File: src/rtl/m_mem_access_if.sv
// -----------------------------------------------------------------------------
// m_mem_access_if
//   Request/acknowledge data-bus interface between the memory-stage access
//   unit (master) and the data memory / peripheral fabric (slave).
//
//   m_req       master -> slave  bus request, held until acknowledged
//   m_wr        master -> slave  write strobe (1 = store, 0 = load)
//   m_addr      master -> slave  word-aligned byte address
//   m_byteen    master -> slave  byte-lane enables
//   m_wdata     master -> slave  lane-aligned store data
//   m_inst_addr master -> slave  PC of the instruction that issued the access
//   m_ack       slave  -> master transaction complete
//   m_rdata     slave  -> master read data, valid while m_ack is high
// -----------------------------------------------------------------------------
interface m_mem_access_if;
    logic        m_req;
    logic        m_wr;
    logic [31:0] m_addr;
    logic [3:0]  m_byteen;
    logic [31:0] m_wdata;
    logic [31:0] m_inst_addr;
    logic        m_ack;
    logic [31:0] m_rdata;

    modport master (
        output m_req, m_wr, m_addr, m_byteen, m_wdata, m_inst_addr,
        input  m_ack, m_rdata
    );

    modport slave (
        input  m_req, m_wr, m_addr, m_byteen, m_wdata, m_inst_addr,
        output m_ack, m_rdata
    );
endinterface

File: src/rtl/m_mem_access.sv
// -----------------------------------------------------------------------------
// m_mem_access
//   Memory-stage access unit sitting directly after the E/M pipeline register.
//   It checks the legality of the M-stage load/store, runs one req/ack
//   transaction on the external data bus, aligns store data into byte lanes,
//   extends load data, reports address / bus-error exceptions and stalls the
//   pipeline while a transaction is outstanding.
//
//   Ports
//     clk            rising-edge clock
//     reset          asynchronous, active-low reset
//     Req            CP0 flush request (suppresses a new access only)
//     M_PC           PC of the M-stage instruction
//     M_ALUout       effective byte address
//     M_RD2          store data
//     M_DM_write     store instruction
//     M_DM_read      load instruction
//     M_DMop         access size: 0 word, 1 half, 2 byte
//     M_BEop         load extension: 0 lw, 1 lbu, 2 lb, 3 lhu, 4 lh
//     M_ExcCode      exception code carried from earlier stages
//     bus            data bus, master side (all outputs registered)
//     M_DMout        extended load result (valid in the DONE cycle)
//     M_stall        freeze F/D/E/M
//     M_ExcCode_out  final M-stage exception code
// -----------------------------------------------------------------------------
module m_mem_access #(
    parameter int          TIMEOUT  = 16,
    parameter logic [31:0] DM_TOP   = 32'h0000_2FFF,
    parameter logic [31:0] TC0_BASE = 32'h0000_7F00,
    parameter logic [31:0] TC1_BASE = 32'h0000_7F10
) (
    input  logic        clk,
    input  logic        reset,
    input  logic        Req,
    input  logic [31:0] M_PC,
    input  logic [31:0] M_ALUout,
    input  logic [31:0] M_RD2,
    input  logic        M_DM_write,
    input  logic        M_DM_read,
    input  logic [1:0]  M_DMop,
    input  logic [2:0]  M_BEop,
    input  logic [4:0]  M_ExcCode,
    m_mem_access_if.master bus,
    output logic [31:0] M_DMout,
    output logic        M_stall,
    output logic [4:0]  M_ExcCode_out
);

    localparam int CNT_W = $clog2(TIMEOUT + 1);

    localparam logic [4:0] EXC_ADEL = 5'd4;
    localparam logic [4:0] EXC_ADES = 5'd5;
    localparam logic [4:0] EXC_DBE  = 5'd7;

    typedef enum logic [1:0] {
        S_IDLE = 2'd0,
        S_WAIT = 2'd1,
        S_DONE = 2'd2
    } state_t;

    // -------------------------------------------------------------------------
    // State
    // -------------------------------------------------------------------------
    state_t             state_q,     state_d;
    logic [CNT_W-1:0]   cnt_q,       cnt_d;
    logic               req_q,       req_d;
    logic               wr_q,        wr_d;
    logic [31:0]        addr_q,      addr_d;
    logic [3:0]         byteen_q,    byteen_d;
    logic [31:0]        wdata_q,     wdata_d;
    logic [31:0]        inst_addr_q, inst_addr_d;
    logic [31:0]        rdata_q,     rdata_d;
    logic [1:0]         addr_lo_q,   addr_lo_d;
    logic [2:0]         beop_q,      beop_d;
    logic               buserr_q,    buserr_d;

    // -------------------------------------------------------------------------
    // Access decode and legality
    // -------------------------------------------------------------------------
    logic is_word, is_half, is_byte;
    logic access;
    logic in_dm, in_tc0, in_tc1, in_timer;
    logic misaligned, illegal;
    logic addr_exc;
    logic start;

    // Size code 3 is unused by the decoder upstream; it is treated as a word.
    assign is_half = (M_DMop == 2'd1);
    assign is_byte = (M_DMop == 2'd2);
    assign is_word = ~is_half & ~is_byte;
    assign access  = M_DM_read | M_DM_write;

    assign in_dm    = (M_ALUout <= DM_TOP);
    assign in_tc0   = (M_ALUout >= TC0_BASE) && (M_ALUout <= TC0_BASE + 32'd11);
    assign in_tc1   = (M_ALUout >= TC1_BASE) && (M_ALUout <= TC1_BASE + 32'd11);
    assign in_timer = in_tc0 | in_tc1;

    assign misaligned = (is_half & M_ALUout[0]) | (is_word & (|M_ALUout[1:0]));

    // Timer windows accept only word accesses, and their count register
    // (offset 8) is read-only.
    assign illegal = misaligned
                   | ~(in_dm | in_timer)
                   | (in_timer & ~is_word)
                   | (M_DM_write & ((M_ALUout == TC0_BASE + 32'd8) ||
                                    (M_ALUout == TC1_BASE + 32'd8)));

    assign addr_exc = (state_q == S_IDLE) & access & illegal;

    assign start = (state_q == S_IDLE) & access & (M_ExcCode == 5'd0)
                 & ~illegal & ~Req;

    // -------------------------------------------------------------------------
    // Store lane alignment
    // -------------------------------------------------------------------------
    logic [3:0]  byteen_st;
    logic [31:0] wdata_st;

    // NOTE: every signal driven from always_comb gets a default first so no
    // path can leave it unassigned and infer a latch.
    always_comb begin
        byteen_st = 4'b1111;
        wdata_st  = M_RD2;
        if (is_half) begin
            byteen_st = M_ALUout[1] ? 4'b1100 : 4'b0011;
            wdata_st  = {2{M_RD2[15:0]}};
        end else if (is_byte) begin
            byteen_st = 4'b0001 << M_ALUout[1:0];
            wdata_st  = {4{M_RD2[7:0]}};
        end
    end

    // -------------------------------------------------------------------------
    // Next-state logic
    // -------------------------------------------------------------------------
    always_comb begin
        state_d     = state_q;
        cnt_d       = cnt_q;
        req_d       = req_q;
        wr_d        = wr_q;
        addr_d      = addr_q;
        byteen_d    = byteen_q;
        wdata_d     = wdata_q;
        inst_addr_d = inst_addr_q;
        rdata_d     = rdata_q;
        addr_lo_d   = addr_lo_q;
        beop_d      = beop_q;
        buserr_d    = buserr_q;

        unique case (state_q)
            S_IDLE: begin
                if (start) begin
                    state_d     = S_WAIT;
                    cnt_d       = '0;
                    req_d       = 1'b1;
                    wr_d        = M_DM_write;
                    addr_d      = {M_ALUout[31:2], 2'b00};
                    byteen_d    = M_DM_write ? byteen_st : 4'b1111;
                    wdata_d     = wdata_st;
                    inst_addr_d = M_PC;
                    addr_lo_d   = M_ALUout[1:0];
                    beop_d      = M_BEop;
                    rdata_d     = '0;
                    buserr_d    = 1'b0;
                end
            end

            // Req is deliberately not looked at here: once issued, a bus
            // transaction completes or times out, it is never abandoned.
            S_WAIT: begin
                cnt_d = cnt_q + CNT_W'(1);
                if (bus.m_ack) begin
                    rdata_d = bus.m_rdata;
                    req_d   = 1'b0;
                    wr_d    = 1'b0;
                    state_d = S_DONE;
                end else if (cnt_q == CNT_W'(TIMEOUT - 1)) begin
                    req_d    = 1'b0;
                    wr_d     = 1'b0;
                    buserr_d = 1'b1;
                    state_d  = S_DONE;
                end
            end

            S_DONE: begin
                state_d = S_IDLE;
            end

            default: begin
                state_d = S_IDLE;
                req_d   = 1'b0;
                wr_d    = 1'b0;
            end
        endcase
    end

    // -------------------------------------------------------------------------
    // State register
    // -------------------------------------------------------------------------
    // NOTE: sequential state uses non-blocking assignments so every register
    // samples its next value from the same pre-edge snapshot.
    always_ff @(posedge clk or negedge reset) begin
        if (!reset) begin
            state_q     <= S_IDLE;
            cnt_q       <= '0;
            req_q       <= 1'b0;
            wr_q        <= 1'b0;
            addr_q      <= '0;
            byteen_q    <= 4'b0000;
            wdata_q     <= '0;
            inst_addr_q <= '0;
            rdata_q     <= '0;
            addr_lo_q   <= '0;
            beop_q      <= '0;
            buserr_q    <= 1'b0;
        end else begin
            state_q     <= state_d;
            cnt_q       <= cnt_d;
            req_q       <= req_d;
            wr_q        <= wr_d;
            addr_q      <= addr_d;
            byteen_q    <= byteen_d;
            wdata_q     <= wdata_d;
            inst_addr_q <= inst_addr_d;
            rdata_q     <= rdata_d;
            addr_lo_q   <= addr_lo_d;
            beop_q      <= beop_d;
            buserr_q    <= buserr_d;
        end
    end

    assign bus.m_req       = req_q;
    assign bus.m_wr        = wr_q;
    assign bus.m_addr      = addr_q;
    assign bus.m_byteen    = byteen_q;
    assign bus.m_wdata     = wdata_q;
    assign bus.m_inst_addr = inst_addr_q;

    // -------------------------------------------------------------------------
    // Load extension
    // -------------------------------------------------------------------------
    logic [7:0]  ld_byte;
    logic [15:0] ld_half;
    logic [31:0] ld_ext;

    always_comb begin
        ld_half = addr_lo_q[1] ? rdata_q[31:16] : rdata_q[15:0];
        unique case (addr_lo_q)
            2'd0:    ld_byte = rdata_q[7:0];
            2'd1:    ld_byte = rdata_q[15:8];
            2'd2:    ld_byte = rdata_q[23:16];
            default: ld_byte = rdata_q[31:24];
        endcase

        ld_ext = rdata_q;
        case (beop_q)
            3'd1:    ld_ext = {24'd0, ld_byte};
            3'd2:    ld_ext = {{24{ld_byte[7]}}, ld_byte};
            3'd3:    ld_ext = {16'd0, ld_half};
            3'd4:    ld_ext = {{16{ld_half[15]}}, ld_half};
            default: ld_ext = rdata_q;
        endcase
    end

    // Load data is only presented in the cycle the instruction retires from M.
    assign M_DMout = ((state_q == S_DONE) && !buserr_q) ? ld_ext : 32'd0;

    // -------------------------------------------------------------------------
    // Stall and exception reporting
    // -------------------------------------------------------------------------
    assign M_stall = start | (state_q == S_WAIT);

    always_comb begin
        M_ExcCode_out = 5'd0;
        if (M_ExcCode != 5'd0) begin
            M_ExcCode_out = M_ExcCode;
        end else if (addr_exc) begin
            M_ExcCode_out = M_DM_write ? EXC_ADES : EXC_ADEL;
        end else if ((state_q == S_DONE) && buserr_q) begin
            M_ExcCode_out = EXC_DBE;
        end
    end

endmodule

File: src/flat_wrapper.sv
// flat-port wrapper written by rule: the top's interface ports become plain ports
module m_mem_access_flat 
#(
    parameter int          TIMEOUT  = 16,
    parameter logic [31:0] DM_TOP   = 32'h0000_2FFF,
    parameter logic [31:0] TC0_BASE = 32'h0000_7F00,
    parameter logic [31:0] TC1_BASE = 32'h0000_7F10
)
  (clk, reset, Req, M_PC, M_ALUout, M_RD2, M_DM_write, M_DM_read, M_DMop, M_BEop, M_ExcCode, M_DMout, M_stall, M_ExcCode_out, bus_m_req, bus_m_wr, bus_m_addr, bus_m_byteen, bus_m_wdata, bus_m_inst_addr, bus_m_ack, bus_m_rdata);
  m_mem_access_if bus_i ();
  input  logic clk;
  input  logic reset;
  input  logic Req;
  input  logic [31:0] M_PC;
  input  logic [31:0] M_ALUout;
  input  logic [31:0] M_RD2;
  input  logic M_DM_write;
  input  logic M_DM_read;
  input  logic [1:0] M_DMop;
  input  logic [2:0] M_BEop;
  input  logic [4:0] M_ExcCode;
  output logic [31:0] M_DMout;
  output logic M_stall;
  output logic [4:0] M_ExcCode_out;
  output wire logic [$bits(bus_i.m_req)-1:0] bus_m_req;
  output wire logic [$bits(bus_i.m_wr)-1:0] bus_m_wr;
  output wire logic [$bits(bus_i.m_addr)-1:0] bus_m_addr;
  output wire logic [$bits(bus_i.m_byteen)-1:0] bus_m_byteen;
  output wire logic [$bits(bus_i.m_wdata)-1:0] bus_m_wdata;
  output wire logic [$bits(bus_i.m_inst_addr)-1:0] bus_m_inst_addr;
  input wire logic [$bits(bus_i.m_ack)-1:0] bus_m_ack;
  input wire logic [$bits(bus_i.m_rdata)-1:0] bus_m_rdata;
  assign bus_m_req = bus_i.m_req;
  assign bus_m_wr = bus_i.m_wr;
  assign bus_m_addr = bus_i.m_addr;
  assign bus_m_byteen = bus_i.m_byteen;
  assign bus_m_wdata = bus_i.m_wdata;
  assign bus_m_inst_addr = bus_i.m_inst_addr;
  assign bus_i.m_ack = bus_m_ack;
  assign bus_i.m_rdata = bus_m_rdata;
  m_mem_access #(.TIMEOUT(TIMEOUT), .DM_TOP(DM_TOP), .TC0_BASE(TC0_BASE), .TC1_BASE(TC1_BASE)) u_core (.clk(clk), .reset(reset), .Req(Req), .M_PC(M_PC), .M_ALUout(M_ALUout), .M_RD2(M_RD2), .M_DM_write(M_DM_write), .M_DM_read(M_DM_read), .M_DMop(M_DMop), .M_BEop(M_BEop), .M_ExcCode(M_ExcCode), .bus(bus_i), .M_DMout(M_DMout), .M_stall(M_stall), .M_ExcCode_out(M_ExcCode_out));
endmodule
File: config.mk
export PLATFORM = sky130hd
export DESIGN_NAME = m_mem_access_flat
export DESIGN_NICKNAME = d
export VERILOG_FILES = /design/src/rtl/m_mem_access_if.sv /design/src/rtl/m_mem_access.sv /design/src/flat_wrapper.sv
export SDC_FILE = /design/constraint.sdc
export NUM_CORES = 1
export LEC_CHECK = 0
export ABC_AREA = 1
export ABC_CLOCK_PERIOD_IN_PS = 2200
export CORE_UTILIZATION = 60
export CTS_CLUSTER_DIAMETER = 30
export DETAILED_ROUTE_END_ITERATION = 8
export DONT_BUFFER_PORTS = 1
export PLACE_DENSITY = 0.76
export SYNTH_ARGS = -nofsm -noshare
export SYNTH_HDL_FRONTEND = slang
export SYNTH_SLANG_ARGS = --single-unit
File: constraint.sdc
create_clock -name clk -period 2.2 [get_ports clk]
set_input_delay 0.11 -clock clk [delete_from_list [all_inputs] [get_ports clk]]
set_output_delay 0.11 -clock clk [all_outputs]
set_load 0.05 [all_outputs]
# Yosys cells after proc, flatten, opt, wreduce, memory -nomap -nowiden
# Cells that the tools add are included.
dict set report totals {
  regBits 145
  inputBits 144
}
dict set report classes {
  addsub 1
  magnitude_cmp 5
  n_eq_ne 18
  shift 1
  n_mux 33
  n_bitwise 25
  n_reduce_logical 18
}
# cell count
set ops {}
lappend ops {{32-bit 2-to-1 mux} 5}
lappend ops {{32-bit case mux with 4 select lines} 1}
lappend ops {{32-bit by 15-bit equality test with 1-bit output (second input constant)} 2}
lappend ops {{32-bit by 15-bit >= comparator with 1-bit output (second input constant)} 2}
lappend ops {{32-bit by 15-bit <= comparator with 1-bit output (second input constant)} 2}
lappend ops {{32-bit case mux with 2 select lines} 1}
lappend ops {{32-bit by 14-bit <= comparator with 1-bit output (second input constant)} 1}
lappend ops {{8-bit case mux with 3 select lines} 1}
lappend ops {{16-bit 2-to-1 mux} 1}
lappend ops {{4-bit 2-to-1 mux} 4}
lappend ops {{5-bit 2-to-1 mux} 3}
lappend ops {{1-bit bitwise AND} 10}
lappend ops {{5-bit case mux with 2 select lines} 1}
lappend ops {{1-bit 2-to-1 mux} 8}
lappend ops {{1-bit OR} 8}
lappend ops {{1-bit inverter} 7}
lappend ops {{2-bit by 1-bit equality test with 1-bit output (second input constant)} 3}
lappend ops {{2-bit equality test (second input constant)} 3}
lappend ops {{3-bit by 2-bit equality test with 1-bit output (second input constant)} 2}
lappend ops {{2-bit 2-to-1 mux} 3}
lappend ops {{1-bit case mux with 3 select lines} 2}
lappend ops {{2-bit AND reduction} 3}
lappend ops {{3-bit AND reduction} 2}
lappend ops {{5-bit by 1-bit adder with 5-bit output (second input constant)} 1}
lappend ops {{19 further kinds} 25}

# Depth between registers and ports, before layout
# Gate-level depths: netlist of the first run.
dict set report depth {
  ltp_word 13
  depth_mapped 15
  mapped_depth_nobuf 14
}

# Worst setup path after synthesis of the first run
# OpenSTA, ideal clock, no wires.
dict set report synth_path {
  kind {reg2out}
  start {reg u_core.beop_q[1]}
  end {out M_DMout[7]}
  arrival_ns 2.294
  required_ns 2.090
  path_slack_ns -0.204
  path_stages_with_launch 10
  path_buffers 0
  path_cell_list {dfrtp_1 nor2_1 inv_2 nand3_1 inv_1 nor2_8 inv_4 o21ai_2 a21oi_1 nor3_1}
}
dict set report synth_between {
  elab_chain_len 3
  word_cells_on_any_way 6
  classes_between {eq/ne: 4; mux: 2}
}
# element line
set synth_lines {}
lappend synth_lines {{start, declared} m_mem_access.sv:74} ;# logic [2:0] beop_q, beop_d;
lappend synth_lines {{start signal, assigned} m_mem_access.sv:227} ;# beop_q <= beop_d;
lappend synth_lines {{3-bit equality test, or another cell as far along} m_mem_access.sv:256} ;# case (beop_q)
lappend synth_lines {{32-bit case mux with 4 select lines (*)} m_mem_access.sv:256}
lappend synth_lines {{32-bit 2-to-1 mux (*)} m_mem_access.sv:266} ;# assign M_DMout = ((state_q == S_DONE) && !buserr_q) ? ld_ext : 32'd0;
lappend synth_lines {{end, declared} flat_wrapper.sv:22} ;# output logic [31:0] M_DMout;
# Mark *: on every way between the ends. The rest lies on a longest branch, timed or not.

# Worst setup path after layout of the first run
dict set report layout_path {
  start {reg u_core.addr_lo_q[1]}
  end {out M_DMout[30]}
}
dict set report layout_between {
  elab_chain_len 4
  word_cells_on_any_way 7
  classes_between {eq/ne: 2; mux: 4; reduce/logical: 1}
}
# element line
set layout_lines {}
lappend layout_lines {{start, declared} m_mem_access.sv:73} ;# logic [1:0] addr_lo_q, addr_lo_d;
lappend layout_lines {{start signal, assigned} m_mem_access.sv:226} ;# addr_lo_q <= addr_lo_d;
lappend layout_lines {{2-bit equality test, or another cell as far along} m_mem_access.sv:248} ;# unique case (addr_lo_q)
lappend layout_lines {{8-bit case mux with 3 select lines} m_mem_access.sv:248}
lappend layout_lines {{32-bit case mux with 4 select lines (*)} m_mem_access.sv:256}
lappend layout_lines {{32-bit 2-to-1 mux (*)} m_mem_access.sv:266}
# Marks and branches as above.

==> results.py, run 1 <==
metrics = {
    "clock_network": {
        "h-tree-depth": 4,
        "clkSinkCount": 145,
        "holdBufCountCts": 121,
        "cts_buffers": 17,
        "cts_tree": "done",
        "clock_latency_ns": 0.43,
        "clk_path_buf_depth": 2,
        "cts-root-buf": "clkbuf_16",
        "path_clk_slew_ns": 0.07,
    },
    "floorplanning": {
        "die-area_sq_um": 12200,
        "die_x_microns": 110,
        "die_y_microns": 110,
        "start_util_pct": 61.7,
        "num_rows": 39,
        "io_pins": 284,
        "core_sq_um": 11400,
    },
    "worst_setup_path": {
        "cp_max_fo": 8,
        "cp-end-kind": "output pin",
        "worstSetupPathType": "reg -> out",
        "worstPathArrival_ns": 2.23,
        "worstPathRequired_ns": 2.09,
        "worst_setup_path_start_kind": "register",
        "r2r_cells": 6,
    },
    "detailed_routing": {
        "vias": 7234,
        "drtPass1Iterations": 7,
        "wl_per_cell_microns": 20.2,
        "drt_wl_total_microns": 24200,
        "vias_per_cell": 6.04,
        "ant_nets": 0,
        "first_iter_violations": 746,
        "drcViolationCount": 0,
    },
    "timing": {
        "setup_slack_ns": -0.144,
        "rsz0062_at_grt": "yes",
        "whs_ns": -0.631,
        "fin_worst_skew_ns": 0.0103,
        "worst_pin_slew_ns": 0.747,
        "slew_violations": 0,
        "max_freq_mhz": 427,
        "finalCritPeriodShare_pct": 107,
        "maxSlewHeadroom_pct": 50.0,
        "final-setup-viol-count": 31,
        "final-hold-violation-count": 145,
        "fin_crit_ns": 2.34,
    },
    "synthesis": {
        "syn_avg_cell_area_sq_um": 8.00,
        "synth_seq_cells": 145,
        "ys_seq_area_share_pct": 51.5,
        "ys_warn_count": 0,
        "synth_cell_types": 41,
        "synth_cells": 880,
        "synth_area_sq_um": 7040,
    },
    "run": {
        "drv_cap": 0,
    },
    "place": {
        "dpl_cell_area_sq_um": 7560,
        "hpwl_microns": 13600,
        "globalplace.congestion": 0.943,
        "dp.cells": 1025,
        "io_buffers": 0,
    },
    "min_path": {
        "hp-class": "in -> async",
    },
    "cells_and_area": {
        "layout_common_cells": "296 x nand2_1, 143 x dfrtp_1, 120 x dlygate4sd3_1, 91 x inv_1, 56 x nor2_1",
        "nFillCells": 587,
        "final_common_cell": "nand2_1",
        "drive_gt1_share_pct": 15.8,
        "area_growth_pct": 38.3,
        "fin_cells": 1198,
        "multi_input_area_sq_um": 2940,
        "final_cell_area_sq_um": 9740,
        "nets": 1190,
        "register_area_sq_um": 3630,
    },
    "grt": {
        "grt.overflow.total": 0,
        "grt_pass1_wl_microns": 36200,
        "grt_max_degree": 146,
        "grt.total_usage_pct": 40.3,
        "antenna_found_initial": 1,
        "grt_pass1_vias": 7338,
    },
    "power": {
        "powerDensity_nw_per_um2": 646,
        "p_leak_nw": 4.97,
        "power_mw": 6.29,
        "vdd_ir_drop_max_mv": 0.807,
    },
    "run_status": {
        "violations": "negative hold slack, negative setup slack",
        "status": "finished with violations",
    },
}
==> worst max-delay path: stages (launching register included) <==
cell and delay [ns]:
dfrtp_2 0.47, buf_4 0.18, nand2_2 0.08, o21ai_2 0.09
o31ai_4 0.23, inv_2 0.11, nand2_4 0.15, nand2_8 0.12
a21oi_4 0.21, buf_12 0.17
==> logic make-up after synthesis <==
group | after synthesis | synth area share, %
AND/OR/NAND/NOR | 414 | 24.0
buffers and inverters | 153 | 9.08
adder cells (fa/ha/maj) | 4 | 0.711
other | 1 | 0.0533
flip-flops | 145 | 51.5
AO/OA/AOI/OAI | 163 | 14.6
==> synth_stat cells (all sizes together) <==
cell     instances  area, sq um
a211oi           1         7.51
a21oi           26          168
a221oi           8         70.1
a31o             7         61.3
buf             26          154
clkbuf          14         52.6
clkinv           1         5.00
conb             1         3.75
dfrtp          145         3630
ha               4         50.1
inv            112          428
nand2          306         1170
nand3           34          170
nand4            2         12.5
nor2            68          310
nor3             1         5.00
nor3b            1         7.51
nor4             1         12.5
o2111ai         15          131
o211ai          15          113
o21ai           85          429
o21bai           1         7.51
o22ai            3         18.8
o31ai            2         20.0
or2              1         6.26
==> power breakdown <==
part / leakage (nW) / switching (mW) / internal [mW]
clock network: 0.288 / 1.24 / 1.71
registers: 1.85 / 0.0720 / 2.74
logic: 2.84 / 0.276 / 0.252
total: 4.97 / 1.59 / 4.70
==> layout make-up <==
type | count | area share (%)
Sequential cell | 145 | 37.3
Multi-Input combinational cell | 584 | 30.2
Timing Repair Buffer | 180 | 20.0
Inverter | 113 | 4.50
Clock buffer | 17 | 4.37
Tap cell | 143 | 1.84
Clock inverter | 14 | 1.75
Timing Repair inverter | 1 | 0.0771
Antenna cell | 1 | 0.0257
==> what timing repair did <==
item	in CTS	in global routing
setup endpoints to repair	33	35
buffers inserted	17	1
pin swaps	12	6
resized for setup	54	18
cloned	3	0
endpoints found under the hold margin	266	145
==> final timing paths <==
check | endpoint | startpoint | slack [ns]
min reg2reg | u_core.rdata_q[1] | u_core.rdata_q[1] | 0.53
min in group clk | u_core.bus.m_wdata[15] | M_RD2[15] | 0.06
max in group asynchronous | u_core.addr_lo_q[0] | reset | 2.64
max reg2reg | u_core.rdata_q[30] | u_core.state_q[1] | 0.17
min | u_core.bus.m_wdata[7] | reset | -0.63
max | M_DMout[30] | u_core.addr_lo_q[1] | -0.14
==> registers in the layout, summed over array words and instances (netlist names), 2 cells and up <==
signal	cells
u_core.beop_q	3
u_core.rdata_q	32
u_core.addr_lo_q	2
u_core.bus.m_byteen	4
u_core.bus.m_wdata	32
u_core.bus.m_addr	30
u_core.bus.m_inst_addr	32
u_core.state_q	2
u_core.cnt_q	5
==> per-layer routing <==
layer	up-vias	part of all wire (%)	GRT usage (%)
met5	-	0	0
met4	0	5.3	24.4
met3	131	11	13.9
met2	557	49	65.9
met1	3409	35	45.5
li1	3137	-	-
==> per-stage QoR <==
step           setup TNS [ns]  setup WS, ns  utilization, %
2_1_floorplan          -0.211       -0.0351               -
3_5_place_dp                0        0.0469            66.2
4_1_cts                 -1.19       -0.0588            84.7
6_report                -2.57        -0.144            85.3
5_1_grt                 -5.01        -0.232            85.3
3_3_place_gp                0        0.0968            66.2
(Power assumes the default switching activity.)
==> run 2, diff against run 1 <==
Settings changed: CORE_UTILIZATION 60 to 55, PLACE_DENSITY 0.76 to 0.7, RECOVER_POWER set to 25, REMOVE_ABC_BUFFERS set to 1.
==> results.py, run 2 (synthesis results as in run 1) <==
metrics = {
    "floorplanning": {
        "die_x_microns": 115,
        "io_pins": 284,
        "die_y_microns": 115,
        "die-area_sq_um": 13300,
        "start_util_pct": 57.4,
        "core_sq_um": 12300,
        "num_rows": 40,
    },
    "clock_network": {
        "clock_latency_ns": 0.42,
        "h-tree-depth": 4,
        "clk_path_buf_depth": 2,
        "holdBufCountCts": 125,
        "cts_tree": "done",
        "cts_buffers": 17,
        "cts-root-buf": "clkbuf_16",
        "path_clk_slew_ns": 0.06,
        "clkSinkCount": 145,
    },
    "timing": {
        "max_freq_mhz": 409,
        "worst_pin_slew_ns": 0.702,
        "fin_worst_skew_ns": 0.00442,
        "final-setup-viol-count": 31,
        "setup_slack_ns": -0.248,
        "rsz0062_at_grt": "yes",
        "maxSlewHeadroom_pct": 53.0,
        "whs_ns": -0.626,
        "final-hold-violation-count": 145,
        "slew_violations": 0,
        "finalCritPeriodShare_pct": 111,
        "fin_crit_ns": 2.45,
    },
    "worst_setup_path": {
        "r2r_start": "u_core.state_q[0]",
        "worstPathRequired_ns": 2.09,
        "worstPathBufferInverterCount": 5,
        "cp_cell_sequence": "nor2_1 -> inv_2 -> nor2_4 -> nor2_8 -> buf_6 -> buf_6 -> a21oi_1 -> o21ai_0 -> nand2_1 -> o211ai_1 -> inv_1 -> buf_6",
        "worst_path_largest_cell_delay_ns": 0.40,
        "worstPathArrival_ns": 2.34,
        "cp_max_fo": 5,
        "crit_top_cell": "buf_6",
        "rrSetupSlack_ns": 0.19,
        "cp-end-kind": "output pin",
        "worstSetupPathType": "reg -> out",
        "cp_slowest_cell": "dfrtp_1",
        "worst_setup_path_start_kind": "register",
        "crit_family": "buffers and inverters",
        "path_depth": 12,
        "r2r_cells": 10,
        "r2r_end": "u_core.bus.m_inst_addr[7]",
    },
    "power": {
        "power_mw": 6.48,
        "p_comb_share_pct": 8.7,
        "powerDensity_nw_per_um2": 639,
        "switchingPower_mw": 1.56,
        "p_leak_nw": 5.11,
        "seqPwrFrac_pct": 43.5,
        "swShare_pct": 24.1,
        "intPower_mw": 4.92,
        "clockPowerShare_pct": 47.9,
        "vdd_ir_drop_max_mv": 0.491,
    },
    "grt": {
        "grt_max_degree": 146,
        "grt.total_usage_pct": 36.8,
        "antenna_found_initial": 0,
        "grt.overflow.total": 0,
        "grt_pass1_vias": 7364,
        "grt_pass1_wl_microns": 36900,
    },
    "detailed_routing": {
        "drtPass1Iterations": 5,
        "wl_per_cell_microns": 19.9,
        "first_iter_violations": 742,
        "drt_wl_total_microns": 24700,
        "ant_nets": 0,
        "vias_per_cell": 5.85,
        "vias": 7239,
        "drcViolationCount": 0,
    },
    "min_path": {
        "hp-class": "in -> async",
    },
    "run": {
        "drv_cap": 0,
    },
    "place": {
        "io_buffers": 0,
        "hpwl_microns": 13800,
        "globalplace.congestion": 0.989,
        "dpl_cell_area_sq_um": 7650,
        "dp.cells": 1057,
    },
    "cells_and_area": {
        "antenna_cells": 0,
        "area_growth_pct": 44.0,
        "fin_util_pct": 82.7,
        "drive_gt1_share_pct": 17.5,
        "layout_common_cells": "297 x nand2_1, 143 x dfrtp_1, 125 x dlygate4sd3_1, 92 x inv_1, 55 x nor2_1",
        "nFillCells": 692,
        "fin_cells": 1237,
        "final_cell_area_sq_um": 10100,
        "final_common_cell": "nand2_1",
        "nets": 1204,
    },
    "run_status": {
        "violations": "negative hold slack, negative setup slack",
        "status": "finished with violations",
    },
}
run 2: cell types whose count changed in the layout (fill, tap and decap cells not counted), sizes merged, moves of 2 or more:
cell         delta
buf             +9
inv             -6
bufinv          +2
dlygate4sd3     +5
clkinvlp        +4
run 2: layout make-up:
type / count / area (sq um) / area share (%)
timing repair buffer: 194 / 2120 / 21.0
timing repair inverter: 1 / 7.51 / 0.0740
sequential: 145 / 3630 / 35.8
inverter: 113 / 443 / 4.37
tap: 168 / 210 / 2.07
clock buffer: 17 / 425 / 4.20
multi-input combinational: 584 / 3090 / 30.5
clock inverter: 15 / 206 / 2.04
run 2: metrics by stage:
step | worst slack [ns] | TNS [ns]
after floorplan | -0.689 | -57.61
after global placement | 0.213 | 0
after detailed placement | 0.0915 | 0
after CTS | -0.0829 | -1.80
after global routing | -0.395 | -6.99
final | -0.248 | -4.83
run 2: timing repair:
item | in CTS | in global routing
endpoints found under the hold margin | 268 | 145
setup endpoints to repair | 33 | 36
cloned | 2 | 1
pin swaps | 13 | 7
setup buffers | 19 | 3
gates resized for setup | 78 | 28
run 2: layer usage:
metal	part of all wire, %	GRT usage (%)	vias to the layer above
met5	0	0	-
met4	4.9	21.0	0
met3	9.2	10.4	125
met2	50	64.3	505
met1	36	40.1	3441
li1	-	-	3168
run 2: power groups by stage:
stage                     Combinational [mW]  Clock (mW)  Sequential (mW)
after floorplan                        0.225           0             2.83
after global placement                 0.277           0             2.85
after detailed placement               0.288           0             2.85
after CTS                              0.510        3.11             2.80
after global routing                   0.609        3.23             2.82
final                                  0.563        3.10             2.81
run 2: worst max-delay path by stage:
| stage | from | end | slack (ns) |
|---|---|---|---|
| after detailed placement | u_core.beop_q[0] | M_DMout[17] | 0.09 |
| after CTS | u_core.beop_q[0] | M_DMout[3] | -0.08 |
| after floorplan | M_DMop[1] | u_core.bus.m_byteen[0] | -0.69 |
| after global routing | u_core.beop_q[0] | M_DMout[10] | -0.39 |
| final | u_core.beop_q[1] | M_DMout[10] | -0.25 |
| after global placement | u_core.beop_q[0] | M_DMout[18] | 0.21 |
